[config.mk]
export PLATFORM = sky130hd
export DESIGN_NAME = writeback_regfile
export DESIGN_NICKNAME = d
export VERILOG_FILES = /design/src/rtl/writeback_regfile.sv
export SDC_FILE = /design/constraint.sdc
export NUM_CORES = 2
export LEC_CHECK = 0
export CAP_MARGIN = 30
export CORE_AREA = 3 3 469 471
export DETAILED_ROUTE_END_ITERATION = 7
export DIE_AREA = 0 0 472 474
export GPL_TIMING_DRIVEN = 0
export PLACE_DENSITY_LB_ADDON = 0.2
export SYNTH_ARGS = -nofsm -noshare
export SYNTH_HDL_FRONTEND = slang
export SYNTH_SLANG_ARGS = --single-unit
export TNS_END_PERCENT = 20
[constraint.sdc]
create_clock -name clock -period 4.85 [get_ports clock]
set_input_delay 0.7275 -clock clock [delete_from_list [all_inputs] [get_ports clock]]
set_output_delay 0.7275 -clock clock [all_outputs]
set_load 0.02 [all_outputs]
[src/rtl/writeback_regfile.sv]
// Writeback stage and 64-entry architectural register file.
// Selects the writeback value, commits it, and serves two bypassed read ports to decode.
module writeback_regfile #(
    parameter int DATA_W = 32,
    parameter int ADDR_W = 6,
    parameter int CNT_W  = 32
) (
    input  logic              clock,
    input  logic              reset,
    input  logic              regWrite,
    input  logic              WAI,
    input  logic              memRead,
    input  logic [DATA_W-1:0] PC,
    input  logic [DATA_W-1:0] readData,
    input  logic [DATA_W-1:0] ALUResult,
    input  logic [ADDR_W-1:0] rd,
    input  logic [ADDR_W-1:0] rs,
    input  logic [ADDR_W-1:0] rt,
    output logic [DATA_W-1:0] rsData,
    output logic [DATA_W-1:0] rtData,
    output logic [DATA_W-1:0] wbData,
    output logic              wbValid,
    output logic [ADDR_W-1:0] wbRd,
    output logic [CNT_W-1:0]  wbCount
);

    localparam int DEPTH = 2 ** ADDR_W;

    logic [DATA_W-1:0] regs [DEPTH];
    logic              commit;

    // Memory data outranks the PC link value, which outranks the ALU result.
    always_comb begin
        wbData = ALUResult;
        if (memRead) begin
            wbData = readData;
        end else if (WAI) begin
            wbData = PC;
        end
    end

    // A write presented during reset is dropped, so it must not bypass either.
    assign commit = regWrite && !reset;

    always_ff @(posedge clock) begin
        if (reset) begin
            for (int i = 0; i < DEPTH; i++) begin
                regs[i] <= '0;
            end
        end else if (commit) begin
            regs[rd] <= wbData;
        end
    end

    always_ff @(posedge clock) begin
        if (reset) begin
            wbValid <= 1'b0;
            wbRd    <= '0;
            wbCount <= '0;
        end else if (commit) begin
            wbValid <= 1'b1;
            wbRd    <= rd;
            wbCount <= wbCount + 1'b1;
        end else begin
            wbValid <= 1'b0;
        end
    end

    always_comb begin
        rsData = regs[rs];
        rtData = regs[rt];
        if (commit && (rs == rd)) begin
            rsData = wbData;
        end
        if (commit && (rt == rd)) begin
            rtData = wbData;
        end
    end

endmodule

==> summary.txt <==
status: finished with violations
failing checks: setup timing
Post-synth EDFFs: 2048
Util after Layout: 58.8%
RSZ-0062 raised after global routing: yes
Chip Height: 474 um
Crit Path Category: primary input to output pin
footprint of the multi-input gates: 43300 um^2
row cnt: 171
initial antenna violation count: 67
reg-to-reg setup timing slack: 2.46 ns
HP Class: register to register
CTS Buf Count: 222
remaining antenna violation count: 0
Die X: 472 um
CP required: 4.12 ns
# setup viols final: 38
met1 GRT Util: 58.8%
critical path arrival: 4.35 ns
max-cap viol count: 0
worst-path fanout max: 10
sequential element share of the synthesized area: 57.7%
FF-to-FF path depth: 6
fin crit share: 105%
DRC violations left: 0
global-route wire length before repair: 706000 um
DRT Pass-1 Iters: 7
Post-synth ARST share: 0%
PD cells: 370 nW/um^2
GR Util met3: 27.3%
DP Area: 118000 um^2
total power: 47.1 mW
GPL Wtd Cong: 1.11
WHS: 0.501 ns
Syn Area/Cell: 13.5 um^2
clk sinks: 2087
DP Wirelength: 441000 um
I/O pin count: 254
Port-buffer cells: 239
final setup margin: -0.224 ns
setup_tns: -4.42 ns
layout cell share with drive strength beyond 1: 24.7%
CP endpoint: rtData[2]
CP startpoint: rt[0]
final instance area: 127000 um^2
total routed wirelength: 544000 um
Seq. cell area: 62300 um^2
initial core utilization: 49.8%
register clock-pin slew on the reported worst setup and hold paths: 0.06 ns
fin nets: 8834
#FFs+latches synth: 2087
synth unique cells: 54
grt ovf: 0
crit start category: primary input
met2 Resource Use GR: 66.2%
Worst-Margin Slew: 1.28 ns
most frequent cells in the layout: nor2_1 (2102), edfxtp_1 (2048), mux4_2 (841), clkbuf_1 (449), nand2_1 (432)
core area: 217000 um^2
vias in the first global route: 78700
Syn Inst Count: 7992
Pleak: 44.5 nW
Seq pwr share: 45.2%
slowest cell on the critical path: nand4_1
non-filler instance count after layout: 11800
placed insts: 11300
die area: 224000 um^2
syn nets: 8112
Ys Warns: 0
via count: 83300
most common cell after layout, fill and taps aside: nor2_1
Gate power share: 17.2%
gr usage total: 48.1%
post-cts hold buffer count: 0
worst-path cell chain: buf_6, buf_8, buf_6, nor2b_1, clkbuf_1, buf_8, clkbuf_1, nand2_1, nand4_1, and3_4, o221ai_4, dlygate4sd2_1
largest net degree at the start of global routing: 27
CP max stage delay: 0.48 ns
most used flip-flop cell after synthesis: edfxtp_1
r2r endpoint: wbCount[30]
Initial DRC Count: 15400
Switching Share: 29.0%
Fin Clk Skew: 0.00973 ns
CTS tree: built
Mapped Area: 108000 um^2
worst r2r src: wbCount[0]
power share of the clock group: 37.7%
pre-CTS WS: -1.74 ns
Switching Power: 13.6 mW
min cycle time layout: 5.07 ns
DR WL/cell: 46.1 um
CP endpoint kind: output pin
Rel. slew slack: 14.7%
final-report hold violation count: 0
Root Driver: clkbuf_16
vias per cell: 7.06
Peak VDD IR: 0.390 mV
Cell Int Power: 33.4 mW
count of final max-slew check failures: 0
busiest grt layer: met2
area added between synthesis and finish: 18.0%
worst skew pair latency: 0.90 ns
H-Tree Depth: 4
Peak Freq: 197 MHz
clk buf depth: 3
# fillers: 17500
Yosys cell counts (8+ instances only):
library cell,n,area [um^2]
nand3_1,107,536
edfxtp_1,2048,61500
xnor2_1,14,123
clkbuf_1,512,1920
o211ai_1,27,203
buf_1,135,507
a211oi_1,34,255
o21ai_0,8,40.0
o221ai_1,33,289
buf_2,181,906
mux4_2,841,18900
a32oi_1,55,482
and3_1,35,219
nor2b_1,41,257
o21a_1,31,233
a22oi_1,148,1110
dfxtp_1,39,781
mux2_2,209,2350
mux2i_1,458,4580
xor2_1,23,201
buf_4,24,180
o22ai_1,105,657
nand2b_1,76,475
nor2_1,2107,7910
nand2_1,433,1630
nand4_1,49,307
o31ai_1,26,195
a21oi_1,38,190
nor3_1,59,295
inv_1,35,131
layer usage:
metal	share of wire [%]	vias to the layer above
met5	0.18	-
met4	7.4	38
met3	18	1296
met2	41	7398
met1	34	42900
li1	-	31600
what timing repair did:
action / CTS / global route
hold endpoints to repair: 0 / 0
gates resized for setup: 502 / 98
endpoints found under the setup margin: 66 / 55
pin swaps: 10 / 26
buffers inserted: 2 / 0
power by group through the flow:
| stage | combinational, mW | sequential [mW] | clock [mW] |
|---|---|---|---|
| finish | 8.08 | 21.3 | 17.7 |
| global route | 8.00 | 21.3 | 18.3 |
| CTS | 7.55 | 21.2 | 17.6 |
| detailed placement | 7.31 | 21.6 | 0 |
| global placement | 6.94 | 21.5 | 0 |
| floorplan | 3.57 | 21.4 | 0 |
final cells by class:
class	instances	share of cell area, %
plain buffers	854	3.40
clock buffers	271	4.60
flip-flops and latches	2087	48.9
diodes	44	0.0865
inverters	38	0.115
clock inverters	145	1.21
multi-input cells	5010	34.0
repair buffers	501	4.91
well taps	2854	2.80
state kept, by name (all words and copies together) (netlist names):
signal,cells
regs,2048
wbCount,32
wbRd,6
wbValid,1
worst min-delay path by stage:
| stage | startpoint | endpoint | slack, ns | cells after the start |
|---|---|---|---|---|
| detailed placement | wbRd[3] | wbRd[3] | 0.48 | 2 |
| finish | wbRd[3] | wbRd[3] | 0.50 | 2 |
| floorplan | wbCount[28] | wbCount[28] | 0.54 | 1 |
| global placement | wbCount[28] | wbCount[28] | 0.47 | 1 |
| CTS | wbRd[3] | wbRd[3] | 0.50 | 2 |
| global route | wbRd[2] | wbRd[2] | 0.55 | 2 |
worst max-delay path: cells and delay by family:
family,cells,cell delay [ns]
simple gates,4,1.11
buf+inv,7,2.08
compound gates,1,0.36
kinds of logic after synthesis:
| kind of cell | count (synthesis) | synth area share (%) |
|---|---|---|
| simple gates | 2945 | 11.0 |
| flops | 2087 | 57.7 |
| mux | 1511 | 24.0 |
| buf+inv | 895 | 3.44 |
| compound gates | 516 | 3.46 |
| xor+xnor | 37 | 0.300 |
| fa+ha+maj | 1 | 0.0116 |
(Power assumes the default switching activity.)
